--- src/rtl/dtc_pipe.sv ---
// Pipelined binary decision-tree classifier: one tree level per stage, heap-indexed
// node table, leaf labels looked up from the final stage's node index.
module dtc_pipe #(
    parameter int IN_W  = 8,
    parameter int OUT_W = 8,
    parameter int DEPTH = 4,
    localparam int FW = (IN_W > 1) ? $clog2(IN_W) : 1,
    localparam int CW = (OUT_W > FW) ? OUT_W : FW
) (
    input  logic             clk,
    input  logic             rst,
    input  logic [IN_W-1:0]  inp,
    input  logic             in_valid,
    output logic             in_ready,
    output logic [OUT_W-1:0] outp,
    output logic             out_valid,
    input  logic             out_ready,
    input  logic             cfg_we,
    input  logic [DEPTH:0]   cfg_addr,
    input  logic [CW-1:0]    cfg_data,
    output logic             cfg_err,
    output logic             busy,
    output logic [15:0]      class_cnt
);

    localparam int NW = DEPTH + 1;
    localparam int NN = 1 << DEPTH;
    localparam logic [FW:0] IN_LIM = (FW + 1)'(IN_W);

    logic [FW-1:0]    feat_r  [NN];
    logic [OUT_W-1:0] label_r [NN];
    logic [IN_W-1:0]  data_r  [1:DEPTH];
    logic [NW-1:0]    node_r  [1:DEPTH];
    logic [DEPTH:1]   valid_r;
    logic             cfg_err_r;
    logic [15:0]      cnt_r;

    logic [NW-1:0]    src_node_s [DEPTH];
    logic [IN_W-1:0]  src_data_s [DEPTH];
    logic [NW-1:0]    nxt_node_s [1:DEPTH];
    logic             adv_s;
    logic             busy_s;
    logic             cfg_ok_s;

    assign adv_s    = !valid_r[DEPTH] || out_ready;
    assign busy_s   = |valid_r;
    assign cfg_ok_s = cfg_we && !busy_s && !in_valid && (cfg_addr != '0);

    // Per-level decision: each stage walks one edge down the tree using its own sample
    always_comb begin
        logic [FW-1:0] sel;
        logic          bit_s;
        sel           = '0;
        bit_s         = 1'b0;
        src_node_s[0] = NW'(1);
        src_data_s[0] = inp;
        for (int k = 1; k < DEPTH; k++) begin
            src_node_s[k] = node_r[k];
            src_data_s[k] = data_r[k];
        end
        for (int k = 0; k < DEPTH; k++) begin
            sel   = feat_r[src_node_s[k][DEPTH-1:0]];
            // Selects past the top of the feature vector read as a 0 bit
            bit_s = ({1'b0, sel} < IN_LIM) ? src_data_s[k][sel] : 1'b0;
            nxt_node_s[k+1] = {src_node_s[k][NW-2:0], bit_s};
        end
    end

    // Stage registers: all stages shift together whenever the output can drain
    always_ff @(posedge clk or posedge rst) begin
        if (rst) begin
            valid_r <= '0;
            for (int k = 1; k <= DEPTH; k++) begin
                data_r[k] <= '0;
                node_r[k] <= '0;
            end
        end else if (adv_s) begin
            valid_r[1] <= in_valid;
            data_r[1]  <= inp;
            node_r[1]  <= nxt_node_s[1];
            for (int k = 2; k <= DEPTH; k++) begin
                valid_r[k] <= valid_r[k-1];
                data_r[k]  <= data_r[k-1];
                node_r[k]  <= nxt_node_s[k];
            end
        end
    end

    // Node/leaf table: writable only while the pipeline is idle and no sample is offered
    always_ff @(posedge clk or posedge rst) begin
        if (rst) begin
            for (int i = 0; i < NN; i++) begin
                feat_r[i]  <= '0;
                label_r[i] <= '0;
            end
        end else if (cfg_ok_s) begin
            if (cfg_addr[DEPTH]) begin
                label_r[cfg_addr[DEPTH-1:0]] <= cfg_data[OUT_W-1:0];
            end else begin
                feat_r[cfg_addr[DEPTH-1:0]] <= cfg_data[FW-1:0];
            end
        end
    end

    // Rejected-write flag and saturating delivered-result counter
    always_ff @(posedge clk or posedge rst) begin
        if (rst) begin
            cfg_err_r <= 1'b0;
            cnt_r     <= 16'd0;
        end else begin
            cfg_err_r <= cfg_we && !cfg_ok_s;
            if (valid_r[DEPTH] && out_ready && (cnt_r != 16'hFFFF)) begin
                cnt_r <= cnt_r + 16'd1;
            end
        end
    end

    assign outp      = label_r[node_r[DEPTH][DEPTH-1:0]];
    assign out_valid = valid_r[DEPTH];
    assign in_ready  = adv_s;
    assign busy      = busy_s;
    assign cfg_err   = cfg_err_r;
    assign class_cnt = cnt_r;

endmodule

--- config.mk ---
export PLATFORM = sky130hd
export DESIGN_NAME = dtc_pipe
export DESIGN_NICKNAME = d
export VERILOG_FILES = /design/src/rtl/dtc_pipe.sv
export SDC_FILE = /design/constraint.sdc
export NUM_CORES = 1
export LEC_CHECK = 0
export ABC_AREA = 0
export CORE_ASPECT_RATIO = 0.9
export CORE_MARGIN = 2
export CORE_UTILIZATION = 50
export DETAILED_ROUTE_END_ITERATION = 8
export PLACE_DENSITY = 0.69
export SLEW_MARGIN = 20
export SYNTH_ARGS = -nofsm -noshare
export SYNTH_HDL_FRONTEND = slang
export SYNTH_SLANG_ARGS = --single-unit
--- constraint.sdc ---
create_clock -name clk -period 25.5 [get_ports clk]
set_clock_uncertainty 0.1 [all_clocks]
set_input_delay 7.65 -clock clk [delete_from_list [all_inputs] [get_ports clk]]
set_output_delay 7.65 -clock clk [all_outputs]
set_load 0.1 [all_outputs]
### Word-level counts from Yosys, hierarchy flattened

Cells that the tools add are included.

* $add $sub $neg: 1
* $mul: 0
* divide/modulo/power cells: 0
* magnitude comparators: 10
* eq/ne operators: 1
* shift-type cells: 0
* multiplexer cells: 26
* bitwise operators: 6
* reductions and logical operators: 16

Operator list (number)
* bitwise mux 128 bit: 1
* bitwise mux 48 bit: 1
* binary-select mux 3 bit (select 4 bit): 3
* binary-select mux 8 bit (select 4 bit): 1
* demux 8 bit (select 4 bit): 1
* >= comparator 5 bit, second input constant: 5
* two-way mux 8 bit: 3
* two-way mux 3 bit: 7
* adder 16 x 1 -> 16 bit, second input constant: 1
* < comparator 3 x 4 -> 1 bit, second input constant: 4
* inequality test 16 bit, second input constant: 1
* inverter 4 -> 5 bit: 3
* binary-select mux 1 bit (select 3 bit): 4
* demux 3 bit (select 4 bit): 1
* logical AND 1 bit: 7
* < comparator 5 x 1 -> 1 bit, second input constant: 1
* inverter 2 -> 5 bit: 1
* inverter 3 -> 5 bit: 1
* nonzero test 5 bit: 1
* logical NOT 1 bit: 4
* two-way mux 1 bit: 4
* AND reduction 2 bit: 2
* OR reduction 4 bit: 1
* logical OR 1 bit: 1
* inverter 1 bit: 1

* bits in registers: 234
* bits in latches: 0
* bits in writable memories: 0
* bits in read-only memories: 0
* output and inout port bits: 28
* memories kept: 0

### Depth between registers and ports, before layout

Gate-level depths: netlist of run 1.

* depth after elaboration: 7
* mapped depth: 8
* depth with buffers taken out: 6

### Worst setup path after synthesis of run 1

Ideal clock, no wire load.

* path kind: in2out
* from: input port out_ready
* to: output port in_ready
* data arrival time: 8.929 ns
* slack: 8.821 ns
* cell stages on the path: 4
* path buffers: 2
* path through: nor2b_1 clkbuf_1 inv_1 clkbuf_1

* cells in the longest elaborated chain, start to end: 1

RTL lines
* start, declared: RTL line 17 `input logic out_ready,`
* logical OR 1 bit: RTL line 45 `assign adv_s = !valid_r[DEPTH] || out_ready;`
* end, declared: RTL line 14 `output logic in_ready,`

Every way passes these cells.

### Worst setup path after layout of run 1

Same ends and word-level chain as after synthesis.

==> reports/metrics.cfg, run 1 <==
[outcome]
outcome=completed

[grt]
grt_pass1_wl_um=37100
grt_pass1_vias=6615
grt_max_degree=152
grt_antenna_before_repair=0
grt-ovfl-total=0
grt_use_total_pct=20.6

[pwr]
powerDensity_nw_per_um2=89.5
p_leak_nw=5.87
power.switching_uw=356
pwr-share-comb_pct=21.7
ir_worst_vdd_v=0.0000588
seqPwrFrac_pct=44.3
p_sw_share_pct=31.7
p_clk_share_pct=34.0
p_int_uw=766
p_total_mw=1.12

[placement]
gp_congestion=0.800
numPortBuffers=53
dpl-instance-area_um2=11700
dp_hpwl_um=15200

[die]
initial_core_util_pct=50.8
die-area_um2=23000
coreArea_um2=21500
die_x_um=160
rows=51
io_pins=54
dieHeight_um=144

[setup_path]
r2r-start=node_r[5]
worstSetupPathType=in -> out
worstSetupStartpointType=input port
required_ns=17.75
rr_endpoint=node_r[0]
cp-endpoint=in_ready
rr_worst_depth=6
crit_arrival_ns=10.71
ff2ff_setup_slack_ns=22.65
crit_start=out_ready
end_kind=output port
path_max_fanout=42

[timing]
period_minus_slack_ns=18.46
max_freq_mhz=54.2
maxSlewHeadroom_pct=33.9
setup_viol=0
hold_viol_final=0
finalCritPeriodShare_pct=72.4
maxSlewViolCount=0
rsz0062_at_grt=false
fin_setup_tns_ns=0
tightest_slew_ns=0.988

[route]
drc_errors=0
viasPerCell=5.68
drt_first_iter_violations=418
drtAntennaViolNets=0
wl_um=22700
via_count=6261
dr.pass1.iters=4
wl_per_cell_um=20.6

[final_layout]
diodes=0
drive_gt1_share_pct=38.7
final_nets=819
final_common_cell=dfrtp_1
fin_area_um2=12500
area_growth_pct=14.8
final_cell_mix=dfrtp_1 (232), mux2_2 (173), nand2_1 (122)

[cts]
cts_tree=done
postCtsHoldBufs=0
clock_sink_count=234
clk_transition_reported_paths_ns=0.06
htreeDepth=1
cts-buffers-inserted=25
cts-resized-gates=0
clk_path_buf_depth=3
clk_latency_ns=0.52
cts_setup_buffers=0
root_buffer=clkbuf_16

[synth]
synth_top_area_cell=dfrtp_1
yosysTopAreaCellShare_pct=53.6
avgSynthCellArea_um2=14.4
ys_warn_count=0
yosys_register_bits=234
synth_nets=786
synth-seq-area-share_pct=53.6
synth_area_um2=10900
synthTopCellsByArea=dfrtp_1 (54%), mux2_2 (18%), mux4_2 (14%)
ys_types=40
synth_cells=759

[worst_hold_path]
min_path_type=reg -> reg

[run]
maxCapViolations=0

## final cells by class
type                       count  area [um2]
clock buffer                  41         776
clock inverter                 5         106
fill                        1691        8970
inverter                       4        27.5
multi-input combinational    471        4860
sequential                   234        5860
tap                          291         364
timing repair buffer          56         542
## cell usage after synthesis
cell type  count
dfrtp_1      234
mux2_2       173
nand2_1      122
mux4_2        67
clkbuf_1      43
mux2i_1       12
nand3_1       12
nor2_4        12
xnor2_1       12
nor2_1         7
buf_1          5
mux2_1         5
nor2_8         5
and3_1         4
inv_1          4
nand2b_1       4
o21ai_0        4
and4_1         3
nand2_2        3
nor2b_1        3
xor2_1         3
and2_1         2
buf_2          2
nand4_1        2
a211oi_1       1
a21oi_1        1
a32o_1         1
a41oi_1        1
ha_1           1
nand2b_4       1
nand3_4        1
nand3b_1       1
nor3b_1        1
nor4_1         1
o211a_1        1
o21a_1         1
o41ai_1        1
or2_2          1
or3b_4         1
or4_4          1
## cell families after synthesis
kind of cell / share of synthesized area [%]
compound gates: 0.711
buf+inv: 1.88
flops: 53.6
fa+ha+maj: 0.115
xor+xnor: 1.20
simple gates: 9.16
mux: 33.3
## worst min path at each step
stage / start / cells past startpoint / slack, ns / endpoint
finish: feat_r[47] / 0 / 0.33 / feat_r[47]
global route: feat_r[46] / 0 / 0.35 / feat_r[46]
CTS: feat_r[46] / 0 / 0.33 / feat_r[46]
detailed placement: feat_r[47] / 0 / 0.32 / feat_r[47]
global placement: feat_r[46] / 0 / 0.31 / feat_r[46]
floorplan: data_r[13] / 2 / 0.33 / data_r[13]
## per-stage QoR
stage	worst slack, ns	util [%]	hold WS, ns	std cells
finish	7.04	58.3	0.332	1102
global route	6.84	58.3	0.348	1102
CTS	7.13	58.3	0.328	1102
detailed placement	7.14	54.2	0.323	1056
global placement	7.17	54.2	0.308	1056
floorplan	8.82	-	0.333	759
## critical path, stage by stage
cell and delay [ns]:
clkdlybuf4s50_1 0.45, nor2b_2 0.12, buf_4 0.36, clkinv_1 0.88
clkdlybuf4s50_1 1.23
## routing by layer
metal  part of all wire [%]  up-vias  global-route usage [%]
met2                     48      116                    33.2
met1                     46     3324                    30.2
li1                       -     2796                       -
met5                      0        -                       0
met3                    4.5       25                    3.24
met4                    1.5        0                    4.11
## flip-flops by register name (all words and copies together) (netlist names)
| register | cells |
|---|---|
| cfg_err | 1 |
| data_r | 24 |
| node_r | 13 |
| class_cnt | 16 |
| valid_r | 4 |
| feat_r | 48 |
| label_r | 128 |
## power groups by stage
stage	Clock, mW	Sequential, mW	Combinational [mW]
4_1_cts	0.388	0.499	0.246
5_1_grt	0.406	0.509	0.262
2_1_floorplan	0	0.492	0.192
3_5_place_dp	0	0.506	0.246
6_report	0.381	0.497	0.243
3_3_place_gp	0	0.503	0.241
(Power assumes the default switching activity.)
==> inputs of run 2 (changes only) <==
PLACE_DENSITY = 0.72   (was 0.69)
clock period = 15.09 ns   (was 25.5 ns; I/O delays follow)
==> run 2 against run 1 <==
- register-to-register slack worse by 10 ns
- critical path depth is the same
- hold slack got worse by 0.016 ns
- count of clock-buffer cells in the layout unchanged
- utilization shrank 0.15 points
- critical path type unchanged
- critical endpoint unchanged
- largest power group unchanged
- highest routed layer unchanged
==> reports/metrics.cfg, run 2 (synthesis results as in run 1) <==
[final_layout]
fin_area_um2=12500  ; -0.25%
diodes=0  ; unchanged
area_growth_pct=14.5
top_register=label_r
final_common_cell=dfrtp_1
final_cell_mix=dfrtp_1 (232), mux2_2 (173), nand2_1 (122)
largestRegisters=label_r (128), feat_r (48), data_r (24)
drive_gt1_share_pct=38.6  ; -0.095 points
largest_reg_flops=128  ; unchanged
final_nets=821  ; +0.24%

[setup_path]
worst-path-buf-inv=4  ; unchanged
worstSetupPathType=in -> out
end_kind=output port
slowest_delay_ns=1.23  ; about the same
worstSetupStartpointType=input port
path_cells=clkdlybuf4s50_1 > nor2b_2 > buf_4 > clkinv_1 > clkdlybuf4s50_1
cp_slowest_cell=clkdlybuf4s50_1
rr_worst_depth=6  ; unchanged
required_ns=10.46  ; -7.29 ns
crit_path_frequent_cell=clkdlybuf4s50_1
path_max_fanout=42  ; unchanged
crit_cells=5  ; unchanged
crit_family=buffers and inverters
crit_arrival_ns=7.62  ; -3.09 ns

[cts]
cts-resized-gates=0  ; unchanged
htreeDepth=1  ; unchanged
clk_latency_ns=0.51  ; about the same
clk_transition_reported_paths_ns=0.06  ; about the same
cts_tree=done
clk_path_buf_depth=3  ; unchanged
postCtsHoldBufs=0  ; unchanged
cts_setup_buffers=0  ; unchanged
root_buffer=clkbuf_16
cts-buffers-inserted=26  ; +4.0%
clock_sink_count=234  ; unchanged

[die]
die_x_um=160  ; unchanged
io_pins=54  ; unchanged
die-area_um2=23000  ; unchanged
coreArea_um2=21500  ; unchanged
dieHeight_um=144  ; unchanged
initial_core_util_pct=50.8  ; unchanged
rows=51  ; unchanged

[timing]
fin_setup_tns_ns=0  ; unchanged
period_minus_slack_ns=12.25
hold_ws_ns=0.315  ; -0.0162 ns
max_freq_mhz=81.7
rsz0062_at_grt=false
setup_viol=0  ; unchanged
maxSlewHeadroom_pct=29.2  ; -4.7 points
maxSlewViolCount=0  ; unchanged
hold_viol_final=0  ; unchanged
tightest_slew_ns=1.06  ; +0.0699 ns
finalCritPeriodShare_pct=81.2

[grt]
grt_pass1_wl_um=37800  ; +1.8%
grt_use_total_pct=21.2  ; +0.54 points
grt_antenna_before_repair=0  ; unchanged
grt_max_degree=96  ; -37%
grt_pass1_vias=6711  ; +1.5%
grt-ovfl-total=0  ; unchanged

[worst_hold_path]
min_path_type=reg -> reg
min_path_cells=0  ; unchanged

[route]
wl_met2_um=11200  ; +2.7%
route.top_layer_used=met4
met3_length_um=961  ; -5.5%
drt_first_iter_violations=383  ; -8.4%
dr.pass1.iters=4  ; unchanged
wl_um=23400  ; +3.3%
drtAntennaViolNets=0  ; unchanged
drt-met1-wl_um=10900  ; +4.0%
viasPerCell=5.67  ; -0.12%
via_count=6265  ; +0.064%
drc_errors=0  ; unchanged
wl_per_cell_um=21.2  ; +3.1%

[placement]
gp_congestion=0.817  ; +2.1%
numPortBuffers=53  ; unchanged
dp_hpwl_um=15500  ; +2.0%
dpl-instance-area_um2=11700  ; about the same

[pwr]
p_total_mw=1.88  ; +67%
p_leak_nw=5.87  ; -0.11%
powerDensity_nw_per_um2=150  ; +68%
ir_worst_vdd_v=0.000133  ; +130%

[outcome]
outcome=completed

[run]
maxCapViolations=0  ; unchanged

## run 2: through the flow
step / setup WS [ns] / utilization, % / instances
3_3_place_gp: 3.01 / 54.2 / 1057
5_1_grt: 2.63 / 58.1 / 1104
2_1_floorplan: 4.05 / - / 759
3_5_place_dp: 2.99 / 54.2 / 1057
4_1_cts: 2.97 / 58.2 / 1104
6_report: 2.84 / 58.1 / 1104
## run 2: path summary, 6_finish.rpt
path | end | from | slack [ns]
setup / recovery | in_ready | out_ready | 2.84
setup reg to reg | node_r[0] | node_r[5] | 12.26
min in group asynchronous | label_r[123] | rst | 4.42
hold / removal | feat_r[46] | feat_r[46] | 0.32
hold reg to reg | feat_r[46] | feat_r[46] | 0.32
max in group asynchronous | node_r[1] | rst | 8.97
## run 2: power by group
group          switching (mW)  internal (mW)  leakage, nW
sequential              0.125          0.711         3.16
clock                   0.242          0.374        0.419
combinational           0.242          0.183         2.29
total                   0.608           1.27         5.87
## run 2: per-layer routing
metal	vias to the layer above	global-route usage, %
li1	2796	-
met1	3294	30.3
met3	35	3.27
met2	140	34.6
met5	-	0
met4	0	5.12
## run 2: area by class of cell
type,count,area (um2)
Fill cell,1649,9000
Sequential cell,234,5860
Multi-Input combinational cell,471,4860
Clock buffer,41,788
Timing Repair Buffer,57,551
Tap cell,291,364
Clock inverter,6,58.8
Inverter,4,22.5
==> inputs of run 3 (changes only) <==
PLACE_DENSITY = 0.69   (was 0.72)
clock period = 12.1 ns   (was 15.09 ns; I/O delays follow)
==> run 3 against run 2 <==
- wire length increased by 1.4%
- die area stayed put
- sequential share of layout area decreased by 0.34 points
- hold slack worse by 0.0013 ns
- sequential power grew 27%
- sequential cell count unchanged
- critical path type unchanged
- largest cell class unchanged
==> reports/metrics.cfg, run 3 (synthesis results as in run 1) <==
[grt]
grt-ovfl-total=0  ; unchanged
grt_use_total_pct=21.4  ; +0.21 points
grt_pass1_wl_um=38300  ; +1.2%
grt_pass1_vias=6808  ; +1.4%
grt_max_degree=146  ; +52%
grt_antenna_before_repair=0  ; unchanged

[setup_path]
crit_path_frequent_cell=clkdlybuf4s50_1
path_max_fanout=42  ; unchanged
worstSetupStartpointType=input port
cp_slowest_cell=clkdlybuf4s50_1
required_ns=8.37  ; -2.09 ns
slowest_delay_ns=1.14  ; -0.09 ns
crit_arrival_ns=5.70  ; -1.92 ns
path_cells=clkdlybuf4s50_1 > nor2b_2 > buf_4 > inv_1 > clkdlybuf4s50_1
worstSetupPathType=in -> out
end_kind=output port

[run]
maxCapViolations=0  ; unchanged

[cts]
cts_tree=done
cts_setup_buffers=0  ; unchanged
cts-resized-gates=0  ; unchanged
clk_latency_ns=0.52  ; about the same
root_buffer=clkbuf_16
clk_path_buf_depth=3  ; unchanged
postCtsHoldBufs=0  ; unchanged
clk_transition_reported_paths_ns=0.06  ; about the same
clock_sink_count=234  ; unchanged
cts-buffers-inserted=25  ; -3.8%
htreeDepth=1  ; unchanged

[die]
die_x_um=160  ; unchanged
coreArea_um2=21500  ; unchanged
die-area_um2=23000  ; unchanged
rows=51  ; unchanged
initial_core_util_pct=50.8  ; unchanged
io_pins=54  ; unchanged
dieHeight_um=144  ; unchanged

[route]
drtAntennaViolNets=0  ; unchanged
drt_first_iter_violations=483  ; +26%
wl_um=23800  ; +1.4%
via_count=6358  ; +1.5%
viasPerCell=5.76  ; +1.5%
wl_per_cell_um=21.5  ; +1.4%
dr.pass1.iters=4  ; unchanged
drc_errors=0  ; unchanged

[timing]
fin_ws_ns=2.67  ; -0.171 ns
maxSlewHeadroom_pct=28.0  ; -1.2 points
finalCritPeriodShare_pct=77.9
fin_setup_tns_ns=0  ; unchanged
period_minus_slack_ns=9.43
maxSlewViolCount=0  ; unchanged
setup_viol=0  ; unchanged
hold_viol_final=0  ; unchanged
tightest_slew_ns=1.08  ; +0.0180 ns
rsz0062_at_grt=false
max_freq_mhz=106

[final_layout]
final_nets=821  ; unchanged
final_common_cell=dfrtp_1
drive_gt1_share_pct=39.2  ; +0.62 points
top_register=label_r
final_cell_mix=dfrtp_1 (232), mux2_2 (173), nand2_1 (122)
largest_reg_flops=128  ; unchanged
diodes=0  ; unchanged
area_growth_pct=15.4
largestRegisters=label_r (128), feat_r (48), data_r (24)
n_fill_cell=1684  ; +2.1%

[placement]
gp_congestion=0.824  ; +0.88%
dp_hpwl_um=15500  ; -0.43%
dp_slack_ns=2.67  ; -0.323 ns
numPortBuffers=53  ; unchanged

[pwr]
ir_worst_vdd_v=0.000115  ; -14%
powerDensity_nw_per_um2=191  ; +27%
p_leak_nw=5.92  ; +0.85%

[worst_hold_path]
min_path_type=reg -> reg

[outcome]
outcome=completed

run 3: changes by cell type in the layout (fill, tap and decap cells not counted), sizes merged:
cell    previous run  this run
buf                6         7
bufinv             1         5
clkbuf            41        34
inv                3         5
run 3: where the power goes:
| group | internal (mW) | switching [mW] | total [mW] |
|---|---|---|---|
| Clock | 0.522 | 0.309 | 0.831 |
| Sequential | 0.886 | 0.171 | 1.06 |
| Combinational | 0.230 | 0.284 | 0.513 |
| Total | 1.64 | 0.763 | 2.40 |
run 3: worst max-delay path: cells and delay by family:
kind	cells	cell delay, ns
and+or+nand+nor	1	0.05
buffers and inverters	4	2.00
run 3: path summary, 6_finish.rpt:
path | startpoint | to | slack [ns] | depth (start not counted)
max | out_ready | in_ready | 2.67 | 5
min | feat_r[46] | feat_r[46] | 0.31 | 0
max reg2reg | node_r[5] | node_r[0] | 9.13 | 6
min reg2reg | feat_r[46] | feat_r[46] | 0.31 | 0
max in group asynchronous | rst | label_r[107] | 7.43 | 3
min in group asynchronous | rst | class_cnt[8] | 3.38 | 2
run 3: through the flow:
step	power [mW]	hold slack (ns)	instances	cell area, um2	util [%]
3_5_place_dp	1.59	0.305	1057	11700	54.2
6_report	2.40	0.314	1104	12600	58.6
5_1_grt	2.51	0.339	1104	12600	58.6
4_1_cts	2.42	0.321	1103	12600	58.5
2_1_floorplan	1.44	0.333	759	10900	-
3_3_place_gp	1.57	0.306	1057	11700	54.2
run 3: metal layers:
layer  wire length (um)  track usage (%)  vias up
met5                  0                0        -
met4                431             4.74        0
met1              10900             31.0     3430
met2              11500             34.9      102
li1                   -                -     2797
met3                977             3.01       29
run 3: cell type report:
cell class	instances	area, um2	share of cell area [%]
multi-input cells	471	4860	38.6
inverters	4	22.5	0.179
clock buffers	34	719	5.71
well taps	291	364	2.89
repair buffers	58	582	4.62
clock inverters	12	189	1.50
flip-flops and latches	234	5860	46.5
